[config.mk]
export PLATFORM = sky130hd
export DESIGN_NAME = alu_seq
export DESIGN_NICKNAME = d
export VERILOG_FILES = /design/src/rtl/alu_pkg.sv /design/src/rtl/alu_mul_iter.sv /design/src/rtl/alu_seq.sv
export SDC_FILE = /design/constraint.sdc
export NUM_CORES = 1
export LEC_CHECK = 0
export CAP_MARGIN = 20
export CORE_MARGIN = 2
export CORE_UTILIZATION = 45
export CTS_BUF_LIST = sky130_fd_sc_hd__clkbuf_2
export DETAILED_ROUTE_END_ITERATION = 8
export GPL_TIMING_DRIVEN = 0
export PLACE_DENSITY = 0.65
export SYNTH_ARGS = -nofsm -noshare
export SYNTH_HDL_FRONTEND = slang
export SYNTH_HIERARCHICAL = 1
export SYNTH_SLANG_ARGS = --single-unit
[constraint.sdc]
create_clock -name clk -period 7.9 [get_ports clk]
set_input_delay 1.975 -clock clk [delete_from_list [all_inputs] [get_ports clk]]
set_output_delay 1.975 -clock clk [all_outputs]
set_load 0.02 [all_outputs]
[src/rtl/alu_pkg.sv]
//==============================================================================
// Module : alu_pkg
// Brief  : Shared opcode, FSM state and status-flag types for the sequential ALU.
// Rev    : 1.0  initial release
//==============================================================================
`default_nettype none
`timescale 1ns/1ps

package alu_pkg;

    typedef enum logic [2:0] {
        OP_ADD = 3'b000,
        OP_SUB = 3'b001,
        OP_AND = 3'b010,
        OP_NOT = 3'b011,
        OP_OR  = 3'b100,
        OP_XOR = 3'b101,
        OP_LSL = 3'b110,
        OP_MUL = 3'b111
    } alu_op_t;

    typedef enum logic [1:0] {
        S_IDLE = 2'd0,
        S_MUL  = 2'd1,
        S_DONE = 2'd2
    } alu_state_t;

    typedef struct packed {
        logic Z;
        logic N;
        logic V;
        logic C;
    } flags_t;

endpackage

`default_nettype wire

[src/rtl/alu_mul_iter.sv]
//==============================================================================
// Module : alu_mul_iter
// Brief  : Iterative shift-add unsigned multiplier, one partial product per cycle.
// Rev    : 1.0  initial release
//==============================================================================
`default_nettype none
`timescale 1ns/1ps

module alu_mul_iter #(
    parameter  int DATA_WIDTH = 16,
    localparam int CNT_W      = $clog2(DATA_WIDTH) + 1
) (
    input  logic                      clk,
    input  logic                      reset_n,
    input  logic                      i_start,
    input  logic [DATA_WIDTH-1:0]     i_a,
    input  logic [DATA_WIDTH-1:0]     i_b,
    output logic                      o_done,
    output logic [2*DATA_WIDTH-1:0]   o_product,
    output logic [CNT_W-1:0]          o_count
);

    localparam logic [CNT_W-1:0] c_LAST = CNT_W'(DATA_WIDTH - 1);

    logic [2*DATA_WIDTH-1:0] r_mcand;
    logic [2*DATA_WIDTH-1:0] r_acc;
    logic [DATA_WIDTH-1:0]   r_mplier;
    logic [CNT_W-1:0]        r_cnt;
    logic                    r_busy;
    logic [2*DATA_WIDTH-1:0] w_acc_next;

    // o_product is the accumulator value after the current step, so the
    // caller can capture the final product on the same edge as the last step.
    assign w_acc_next = r_acc + (r_mplier[0] ? r_mcand : '0);
    assign o_product  = w_acc_next;
    assign o_done     = r_busy && (r_cnt == c_LAST);
    assign o_count    = r_cnt;

    always_ff @(posedge clk) begin
        if (!reset_n) begin
            r_mcand  <= '0;
            r_acc    <= '0;
            r_mplier <= '0;
            r_cnt    <= '0;
            r_busy   <= 1'b0;
        end else if (i_start) begin
            r_mcand  <= {{DATA_WIDTH{1'b0}}, i_a};
            r_acc    <= '0;
            r_mplier <= i_b;
            r_cnt    <= '0;
            r_busy   <= 1'b1;
        end else if (r_busy) begin
            r_acc    <= w_acc_next;
            r_mcand  <= r_mcand << 1;
            r_mplier <= r_mplier >> 1;
            r_cnt    <= r_cnt + CNT_W'(1);
            if (o_done) begin
                r_busy <= 1'b0;
            end
        end
    end

endmodule

`default_nettype wire

[src/rtl/alu_seq.sv]
//==============================================================================
// Module : alu_seq
// Brief  : Multi-cycle ALU with valid/ready handshakes and registered Z/N/V/C.
// Rev    : 1.0  initial release
//==============================================================================
`default_nettype none
`timescale 1ns/1ps

module alu_seq
    import alu_pkg::*;
#(
    parameter  int DATA_WIDTH = 16,
    localparam int SHAMT_W    = $clog2(DATA_WIDTH)
) (
    input  logic                  clk,
    input  logic                  reset_n,
    input  logic                  in_valid,
    output logic                  in_ready,
    input  logic [DATA_WIDTH-1:0] Ain,
    input  logic [DATA_WIDTH-1:0] Bin,
    input  logic [2:0]            ALUop,
    input  logic                  flag_en,
    output logic                  out_valid,
    input  logic                  out_ready,
    output logic [DATA_WIDTH-1:0] out,
    output logic                  Z,
    output logic                  N,
    output logic                  V,
    output logic                  C
);

    localparam int c_MSB   = DATA_WIDTH - 1;
    localparam int c_CNT_W = $clog2(DATA_WIDTH) + 1;
    localparam logic [c_CNT_W-1:0] c_MUL_LAST = c_CNT_W'(DATA_WIDTH - 1);

    alu_state_t              r_state;
    logic [DATA_WIDTH-1:0]   r_out;
    flags_t                  r_flags;
    logic                    r_flag_en;

    alu_op_t                 w_op;
    logic                    w_accept;
    logic                    w_mul_start;
    logic                    w_mul_done;
    logic                    w_mul_fin;
    logic [2*DATA_WIDTH-1:0] w_mul_prod;
    logic [c_CNT_W-1:0]      w_mul_cnt;
    logic [DATA_WIDTH:0]     w_sum;
    logic [DATA_WIDTH:0]     w_diff;
    logic [DATA_WIDTH:0]     w_shl;
    logic [SHAMT_W-1:0]      w_shamt;
    logic [DATA_WIDTH-1:0]   w_res;
    flags_t                  w_flags;
    flags_t                  w_mul_flags;

    assign w_op        = alu_op_t'(ALUop);
    assign in_ready    = (r_state == S_IDLE);
    assign out_valid   = (r_state == S_DONE);
    assign w_accept    = in_valid && in_ready;
    assign w_mul_start = w_accept && (w_op == OP_MUL);
    assign w_mul_fin   = (r_state == S_MUL) && w_mul_done && (w_mul_cnt == c_MUL_LAST);

    assign w_sum   = {1'b0, Ain} + {1'b0, Bin};
    assign w_diff  = {1'b0, Ain} - {1'b0, Bin};
    assign w_shamt = Bin[SHAMT_W-1:0];
    // One extra bit above the result catches the last bit shifted out.
    assign w_shl   = {1'b0, Ain} << w_shamt;

    always_comb begin
        w_res   = '0;
        w_flags = '0;
        case (w_op)
            OP_ADD: begin
                w_res     = w_sum[c_MSB:0];
                w_flags.C = w_sum[DATA_WIDTH];
                w_flags.V = (Ain[c_MSB] == Bin[c_MSB]) && (w_sum[c_MSB] != Ain[c_MSB]);
            end
            OP_SUB: begin
                w_res     = w_diff[c_MSB:0];
                w_flags.C = ~w_diff[DATA_WIDTH];
                w_flags.V = (Ain[c_MSB] != Bin[c_MSB]) && (w_diff[c_MSB] != Ain[c_MSB]);
            end
            OP_AND:  w_res = Ain & Bin;
            OP_NOT:  w_res = ~Bin;
            OP_OR:   w_res = Ain | Bin;
            OP_XOR:  w_res = Ain ^ Bin;
            OP_LSL: begin
                w_res     = w_shl[c_MSB:0];
                w_flags.C = w_shl[DATA_WIDTH];
            end
            default: w_res = '0;
        endcase
        w_flags.Z = (w_res == '0);
        w_flags.N = w_res[c_MSB];
    end

    always_comb begin
        w_mul_flags   = '0;
        w_mul_flags.Z = (w_mul_prod[c_MSB:0] == '0);
        w_mul_flags.N = w_mul_prod[c_MSB];
        w_mul_flags.V = |w_mul_prod[2*DATA_WIDTH-1:DATA_WIDTH];
    end

    alu_mul_iter #(
        .DATA_WIDTH (DATA_WIDTH)
    ) u_mul (
        .clk       (clk),
        .reset_n   (reset_n),
        .i_start   (w_mul_start),
        .i_a       (Ain),
        .i_b       (Bin),
        .o_done    (w_mul_done),
        .o_product (w_mul_prod),
        .o_count   (w_mul_cnt)
    );

    always_ff @(posedge clk) begin
        if (!reset_n) begin
            r_state   <= S_IDLE;
            r_out     <= '0;
            r_flags   <= '0;
            r_flag_en <= 1'b0;
        end else begin
            case (r_state)
                S_IDLE: begin
                    if (in_valid) begin
                        r_flag_en <= flag_en;
                        if (w_op == OP_MUL) begin
                            r_state <= S_MUL;
                        end else begin
                            r_out <= w_res;
                            if (flag_en) begin
                                r_flags <= w_flags;
                            end
                            r_state <= S_DONE;
                        end
                    end
                end
                S_MUL: begin
                    if (w_mul_fin) begin
                        r_out <= w_mul_prod[c_MSB:0];
                        if (r_flag_en) begin
                            r_flags <= w_mul_flags;
                        end
                        r_state <= S_DONE;
                    end
                end
                S_DONE: begin
                    if (out_ready) begin
                        r_state <= S_IDLE;
                    end
                end
                default: r_state <= S_IDLE;
            endcase
        end
    end

    assign out = r_out;
    assign Z   = r_flags.Z;
    assign N   = r_flags.N;
    assign V   = r_flags.V;
    assign C   = r_flags.C;

endmodule

`default_nettype wire

* Yosys cells after proc, flatten, opt, wreduce, memory -nomap -nowiden
Cells that the tools add are included.
** Word-level totals
- Input port bits :: 40
- Output and inout port bits :: 22
- Register bits :: 109
** Cells by class
- Shift-type cells :: 1
- Equality and inequality tests :: 20
- Reductions and logical operators :: 19
- $add $sub $neg :: 4
- Bitwise operators :: 6
- Muxes and demuxes :: 26
** Operators by type and width (number)
- 16-bit 2-to-1 mux :: 7
- 16-bit one-hot mux with 7 select lines :: 1
- 32-bit adder :: 1
- 16-bit logical NOT :: 2
- 32-bit 2-to-1 mux :: 1
- 16-bit one-hot mux with 2 select lines :: 1
- 4-bit 2-to-1 mux :: 5
- 16-bit by 16-bit adder with 17-bit output :: 1
- 16-bit by 4-bit left shift with 17-bit output :: 1
- 16-bit by 16-bit subtractor with 17-bit output :: 1
- 16-bit AND :: 1
- 16-bit NOT :: 1
- 16-bit OR :: 1
- 16-bit OR reduction :: 1
- 16-bit XOR :: 1
- 3-bit equality test (second input constant) :: 4
- 2-bit 2-to-1 mux :: 4
- 2-bit != test (second input constant) :: 4
- 4-bit one-hot mux with 2 select lines :: 1
- 1-bit logical AND :: 7
- 3-bit by 2-bit equality test with 1-bit output (second input constant) :: 2
- 2-bit one-hot mux with 3 select lines :: 1
- 6-bit AND reduction :: 1
- 5-bit by 1-bit adder with 5-bit output (second input constant) :: 1
- 18 further kinds :: 25

* Logic depth before layout (Yosys ltp)
Gate-level depths: netlist of the first run.
- Depth in word-level cells :: 8
- Gate-level depth with buffers :: 16
- Mapped depth without buffers :: 14

* Cells and area by module
The synthesis of the first run kept the hierarchy.
** Modules (own cells, without submodules)
- alu_mul_iter :: area an instance 5377.7 µm², instances 1, cells an instance 631
- alu_seq :: area an instance 4754.6 µm², instances 1, cells an instance 661

* Least setup slack after synthesis of the first run
OpenSTA, ideal clock, no wires.
- Path type :: input port to flip-flop
- Start point :: in Bin[1]
- End point :: reg r_flags, in the netlist Z
- Buffers on the path :: 2
- Stages on the path :: 13
- Required time :: 7804 ps
- Arrival :: 4805 ps
- Path slack :: 2999 ps
- Setup time :: 96 ps
- Cell sequence :: buf_2 > buf_2 > inv_1 > ha_1 > or2_1 > a221oi_1 > o211ai_2 > a211oi_1 > o41ai_2 > a211o_1 > a21oi_1 > inv_1 > o41ai_2
** Between the ends
- Word-level cells in the longest chain between the ends :: 7
** Ends and longest elaborated chain
- start: declaration :: RTL line alu_seq.sv:20 : input logic [DATA_WIDTH-1:0] Bin,
- 16-bit by 16-bit subtractor with 17-bit output, or another cell as far along :: RTL line alu_seq.sv:64 : assign w_diff = {1'b0, Ain} - {1'b0, Bin};
- 16-bit one-hot mux with 7 select lines * :: RTL line alu_seq.sv:72 : case (w_op)
- 16-bit logical NOT * :: RTL line alu_seq.sv:93 : w_flags.Z = (w_res == '0);
- 4-bit 2-to-1 mux * :: RTL line alu_seq.sv:132 : if (flag_en) begin
- 4-bit 2-to-1 mux * :: RTL line alu_seq.sv:128 : if (w_op == OP_MUL) begin
- 4-bit 2-to-1 mux * :: RTL line alu_seq.sv:126 : if (in_valid) begin
- 4-bit one-hot mux with 2 select lines * :: RTL line alu_seq.sv:124 : case (r_state)
- end signal: assignment :: RTL line alu_seq.sv:133 : r_flags <= w_flags;
- end signal: assignment :: RTL line alu_seq.sv:143 : r_flags <= w_mul_flags;
- end: declaration :: RTL line alu_seq.sv:38 : flags_t r_flags;
Every way passes the cells marked *; elsewhere a longest branch is shown, timed or not. The select of a mux whose other input is x is not followed.
A chain may end at the register's enable or synchronous reset.

* Worst setup path after layout of the first run
Same ends and word-level chain as after synthesis.

==> flow_metrics.py, run 1 <==
metrics = {
    "status": {
        "status": "finished clean",
    },
    "logic_synthesis": {
        "avgSynthCellArea_um2": 7.842,
        "async_reset_ff_frac": 0,
        "syn_inst": 1292,
        "ys_ff_latch": 109,
        "synth_seq_area_share": 0.2154,
        "synth_cell_types": 88,
        "synth_top_cell_by_area": "dfxtp_1",
        "yosysWarnings": 6,
        "mappedNetlistArea_um2": 10130,
        "synth.top_cell.area_share": 0.2154,
        "synthFlopType": "dfxtp_1",
        "synth_edf_count": 0,
        "synth_nets": 1420,
        "synthTopCellsByArea": "dfxtp_1, ha_1, mux2i_1",
    },
    "worst_setup_path": {
        "arrival_ns": 6.36,
        "critical_path.slowest_cell": "a221oi_1",
        "cp-end-kind": "flip-flop",
        "crit_chain": "clkdlybuf4s50_1 -> buf_2 -> buf_2 -> inv_1 -> ha_1 -> or2_1 -> a221oi_1 -> o211ai_2 -> a211oi_1 -> o41ai_2 -> a211o_1 -> a21oi_1 -> inv_1 -> o41ai_2",
        "worstSetupStartpointType": "primary input",
        "cpPeakStageDelay_ns": 0.60,
        "cp_max_fo": 10,
        "required_ns": 8.46,
        "critical_path_class": "primary input to flip-flop",
    },
    "clock_network": {
        "clk_pin_slew_worst_paths_ns": 0.31,
        "cts.sinks": 109,
        "cts_setup_buffers": 0,
        "htree_levels": 3,
        "cts-root-buf": "clkbuf_2",
        "clk_latency_ns": 0.65,
        "cts_hold_buf": 0,
        "cts_buffers": 9,
        "cts_resized": 0,
        "cts_tree": "done",
        "clk_path_buf_depth": 2,
    },
    "pwr": {
        "leakage_nw": 4.506,
        "p_per_area_nw_per_um2": 111.7,
        "ir_drop_uv": 65.10,
        "total_power_mw": 1.253,
    },
    "finish": {
        "final_cell_mix": "nor2_1, dfxtp_1, nand2_1, a21oi_1, ha_1",
        "area_growth_pct": 10.72,
        "layout_commonest_cell": "nor2_1",
        "final_layout_size_suffix_gt1_frac": 0.06204,
        "num-nets-final": 1493,
        "fin_cells": 1651,
    },
    "placement": {
        "dpl_worst_slack_ns": 1.504,
        "gp_congestion": 0.9895,
        "dp_cells": 1634,
        "io_buffer_count": 61,
        "post-dp-hpwl_um": 26990,
    },
    "route": {
        "vias_per_cell": 6.003,
        "drc": 0,
        "wire_per_inst_um": 20.44,
        "num_vias": 9911,
        "drtIter0Drc": 843,
        "ant_nets": 0,
        "dr.pass1.iters": 5,
        "drt_wl_total_um": 33740,
    },
    "timing": {
        "drv_slew": 0,
        "clock_skew_ns": 0.06505,
        "finalSetupTns_ns": 0,
        "rsz0062_at_grt": "no",
        "finalCritPeriodShare": 0.7334,
        "setup_viol": 0,
        "hold_viol_final": 0,
        "period_needed_ns": 5.794,
        "fmax_ghz": 0.1726,
        "worstMarginPinSlew_ns": 1.245,
        "fin_ws_ns": 2.106,
        "slew-limit-headroom": 0.1681,
    },
    "global_route": {
        "grt_usage": 0.2805,
        "grt_pass1_vias": 9241,
        "grt_max_degree": 19,
        "antenna_found_initial": 1,
        "grt_pass1_wl_um": 52340,
        "gr-total-overflow": 0,
    },
    "floorplanning": {
        "ios": 62,
        "die_y_um": 154.1,
        "core_um2": 21960,
        "die_area_um2": 23730,
        "rows": 54,
        "start_util": 0.4614,
        "dieWidth_um": 154.1,
    },
    "flow_run": {
        "maxCapViolations": 0,
    },
    "min_path": {
        "min_path_type": "flip-flop to flip-flop",
    },
}
-- worst paths after layout --
path                         endpoint                    start  depth (start not counted)  slack [ns]
setup / recovery       Z$_SDFFE_PN0P_                   Bin[1]                         14        2.11
hold / removal    out[6]$_SDFFE_PN0P_      out[6]$_SDFFE_PN0P_                          2        0.48
setup reg to reg       Z$_SDFFE_PN0P_  u_mul/r_busy$_SDFF_PN0_                         14        3.74
hold reg to reg   out[6]$_SDFFE_PN0P_      out[6]$_SDFFE_PN0P_                          2        0.48
-- registers in the layout, summed over array words and instances (netlist names) --
| register | count |
|---|---|
| u_mul/r_mplier | 16 |
| C | 1 |
| u_mul/r_acc | 32 |
| r_flag_en | 1 |
| V | 1 |
| u_mul/o_count | 5 |
| u_mul/r_mcand | 32 |
| u_mul/r_busy | 1 |
| r_state | 2 |
| out | 16 |
| Z | 1 |
| N | 1 |
-- synth_stat cells (all sizes together) (6+ instances only) --
cell type and number:
a211o 7, o31ai 7, mux2i 83, or2 6, inv 67, xor2 16
a211oi 19, nor3 21, and3 9, a221oi 14, xnor2 24, mux4 14
buf 30, nand2 107, ha 85, o211ai 15, o41ai 6, nor2 113
nor4 14, nor2b 28, a21o 20, o221ai 9, and2 66, a21oi 98
nand2b 19, a31o 6, o21a 7, nand3 24, clkbuf 53, nand4 12
a21boi 13, o21ai 82, a31oi 11, dfxtp 109
-- worst max-delay path: cells and delay by family --
family | cells | cell delay (ns)
AOI/OAI and AO/OA | 7 | 2.39
adders and majority gates | 1 | 0.37
buffers and inverters | 5 | 1.39
and+or+nand+nor | 1 | 0.24
-- per-stage QoR --
stage	area (um^2)	utilization	hold slack, ns
2_1_floorplan	10130	-	0.4403
3_5_place_dp	11100	0.5054	0.4577
3_3_place_gp	11090	0.5052	0.4448
5_1_grt	11220	0.5109	0.5026
4_1_cts	11220	0.5108	0.4851
6_report	11220	0.5109	0.4798
-- area by class of cell --
cell class                      count  area (um^2)
Clock inverter                      7        72.57
Inverter                           68        255.2
Clock buffer                        9        45.04
Fill cell                        2209        10740
Timing Repair Buffer               62        615.6
Tap cell                          280        350.3
Multi-Input combinational cell   1032         7357
Sequential cell                   109         2182
Buffer                             83        337.8
Antenna cell                        1        2.502
-- layer usage --
layer,part of all wire,GRT usage,up-vias
met3,0.070,0.05073,51
met2,0.43,0.4318,335
met4,0.028,0.08812,0
met1,0.47,0.3977,4722
li1,-,-,4803
met5,0,0,-
-- power by group --
| part | total, mW | internal [mW] | switching (mW) |
|---|---|---|---|
| clock | 0.272 | 0.0746 | 0.197 |
| sequential | 0.573 | 0.565 | 0.00801 |
| combinational | 0.408 | 0.153 | 0.255 |
-- cells by family (layout without fill, tap and decap cells) --
kind of cell | after synthesis | in the layout | share of synthesized area
AOI/OAI and AO/OA | 364 | 364 | 0.2492
other | 0 | 1 | 0
and+or+nand+nor | 441 | 441 | 0.2161
muxes | 99 | 99 | 0.1153
DFF | 109 | 109 | 0.2154
buffers and inverters | 151 | 229 | 0.05853
adders and majority gates | 88 | 88 | 0.1109
xor gates and xnor gates | 40 | 40 | 0.03458
Note: power is estimated with default switching activity, not from simulation.
==> run 2: changes to the inputs <==
==> constraint.sdc (replaced) <==
create_clock -name clk -period 5.9 [get_ports clk]
set_input_delay 1.475 -clock clk [delete_from_list [all_inputs] [get_ports clk]]
set_output_delay 1.475 -clock clk [all_outputs]
set_load 0.02 [all_outputs]
==> results of run 2 <==
Same layout as run 1 (identical final DEF). Status: finished clean.
Among the figures that moved: setup slack after placement 1.504 ns -> 0.004151 ns; setup slack after layout 2.106 ns -> 0.6058 ns; register-to-register setup slack 3.74 ns -> 1.74 ns; total power 1.253 mW -> 1.677 mW; worst IR drop on VDD 65.10 uV -> 87.16 uV
==> run 3: changes to the inputs <==
--- a/config.mk
+++ b/config.mk
@@ -8,10 +8,11 @@
 export CAP_MARGIN = 20
 export CORE_MARGIN = 2
 export CORE_UTILIZATION = 45
-export CTS_BUF_LIST = sky130_fd_sc_hd__clkbuf_2
+export CTS_BUF_LIST = sky130_fd_sc_hd__clkbuf_8
 export DETAILED_ROUTE_END_ITERATION = 8
 export GPL_TIMING_DRIVEN = 0
 export PLACE_DENSITY = 0.65
+export REMOVE_ABC_BUFFERS = 1
 export SYNTH_ARGS = -nofsm -noshare
 export SYNTH_HDL_FRONTEND = slang
 export SYNTH_HIERARCHICAL = 1
==> flow_metrics.py, run 3 (same netlist as run 1, synthesis figures left out) <==
metrics = {
    "clock_network": {
        "clk_pin_slew_worst_paths_ns": 0.12,
        "clk_latency_ns": 0.40,
        "cts_buffers": 9,
        "cts.sinks": 109,
        "clk_path_buf_depth": 2,
        "htree_levels": 3,
        "cts_tree": "done",
        "cts-root-buf": "clkbuf_8",
    },
    "route": {
        "drtIter0Drc": 702,
        "drt_wl_total_um": 29680,
        "drc": 0,
        "vias_per_cell": 6.017,
        "ant_nets": 0,
        "wire_per_inst_um": 18.86,
        "dr.pass1.iters": 8,
        "num_vias": 9470,
    },
    "timing": {
        "drv_slew": 0,
        "hold_viol_final": 0,
        "fmax_ghz": 0.1851,
        "finalCritPeriodShare": 0.9156,
        "clock_skew_ns": 0.02470,
        "worstMarginPinSlew_ns": 1.061,
        "period_needed_ns": 5.402,
        "slew-limit-headroom": 0.2915,
        "setup_viol": 0,
        "rsz0062_at_grt": "no",
        "whs_ns": 0.4624,
    },
    "global_route": {
        "grt_max_degree": 60,
        "grt_pass1_wl_um": 47640,
        "grt_pass1_vias": 9021,
        "antenna_found_initial": 0,
        "grt_usage": 0.2499,
        "gr-total-overflow": 0,
    },
    "pwr": {
        "leakage_nw": 4.459,
        "p_per_area_nw_per_um2": 160.4,
        "ir_drop_uv": 134.4,
    },
    "worst_setup_path": {
        "worstSetupStartpointType": "primary input",
        "cp_max_fo": 11,
        "arrival_ns": 5.72,
        "critical_path_class": "primary input to flip-flop",
        "required_ns": 6.22,
        "cp-end-kind": "flip-flop",
    },
    "placement": {
        "gp_congestion": 0.9352,
        "io_buffer_count": 61,
        "post-dp-hpwl_um": 22570,
        "dp_cells": 1558,
    },
    "finish": {
        "final_layout_size_suffix_gt1_frac": 0.06105,
        "fin_cells": 1574,
        "diodes": 0,
        "area_growth_pct": 9.570,
        "num-nets-final": 1417,
        "top_regs": "u_mul/r_acc: 32 flops, u_mul/r_mcand: 32 flops",
        "final_cell_mix": "nor2_1, dfxtp_1, nand2_1, a21oi_1, ha_1",
        "finish.utilization": 0.5056,
        "layout_commonest_cell": "nor2_1",
    },
    "min_path": {
        "min_path_type": "flip-flop to flip-flop",
    },
    "floorplanning": {
        "core_um2": 21960,
        "dieWidth_um": 154.1,
        "rows": 54,
        "die_area_um2": 23730,
        "start_util": 0.4614,
        "ios": 62,
        "die_y_um": 154.1,
    },
    "status": {
        "status": "finished clean",
    },
    "flow_run": {
        "maxCapViolations": 0,
    },
}
## run 3: cell types whose count changed in the layout (fill, tap and decap cells not counted), sizes merged
cell | previous run | this run
clkinv | 4 | 3
inv | 69 | 71
clkbuf | 62 | 9
diode | 1 | 0
dlymetal6s2s | 0 | 1
clkdlybuf4s50 | 61 | 58
clkinvlp | 1 | 0
buf | 31 | 10
## run 3: cell type report
type	count	area, um^2
Fill cell	2116	10860
Multi-Input combinational cell	1032	7370
Sequential cell	109	2186
Timing Repair Buffer	69	733.2
Tap cell	280	350.3
Inverter	68	255.2
Clock buffer	9	123.9
Clock inverter	7	83.83
## run 3: power by group
part	switching, mW	internal [mW]
Sequential	0.0172	0.753
Clock	0.294	0.204
Combinational	0.310	0.203
## run 3: through the flow
stage               area (um^2)  setup slack (ns)  power, mW  setup TNS (ns)
floorplan                  9794            0.7805      1.090               0
global placement          10760            -2.883      1.282         -165.18
detailed placement        10890          -0.08059      1.288        -0.09884
CTS                       11100            0.3137      1.788               0
global route              11100            0.2310      1.866               0
finish                    11100            0.4981      1.781               0
## run 3: what timing repair did
action | in CTS | in global routing
gates resized for setup | 0 | 1
setup buffers | 0 | 0
hold buffers | 0 | 0
setup endpoints to repair | 0 | 1
## run 3: metal layers
metal  vias up  share of wire  wire [um]  global-route usage
li1       4658              -          -                   -
met1      4417           0.45      13230              0.3280
met2       334           0.46      13610              0.4100
met3        61          0.065       1934             0.04594
met4         0          0.031        910             0.09212
met5         -              0          0                   0
## run 3: worst max-delay path, cell delays in order
cell	delay, ns
clkdlybuf4s50_1	0.96
ha_1	0.34
inv_1	0.07
fa_1	0.43
nor2b_1	0.23
o2111a_1	0.24
nor4_1	0.08
o31ai_1	0.69
o221ai_1	0.23
a21oi_1	0.37
o211a_1	0.21
nand4_1	0.10
o41ai_2	0.31
## run 3: worst paths after layout
path	start	to	slack [ns]	cells after the start
worst min-delay path	out[15]$_SDFFE_PN0P_	out[15]$_SDFFE_PN0P_	0.46	2
worst max register to register	u_mul/r_mplier[0]$_SDFFE_PN0P_	V$_SDFFE_PN0P_	1.81	13
worst min register to register	out[15]$_SDFFE_PN0P_	out[15]$_SDFFE_PN0P_	0.46	2
worst max-delay path	Bin[0]	Z$_SDFFE_PN0P_	0.50	13
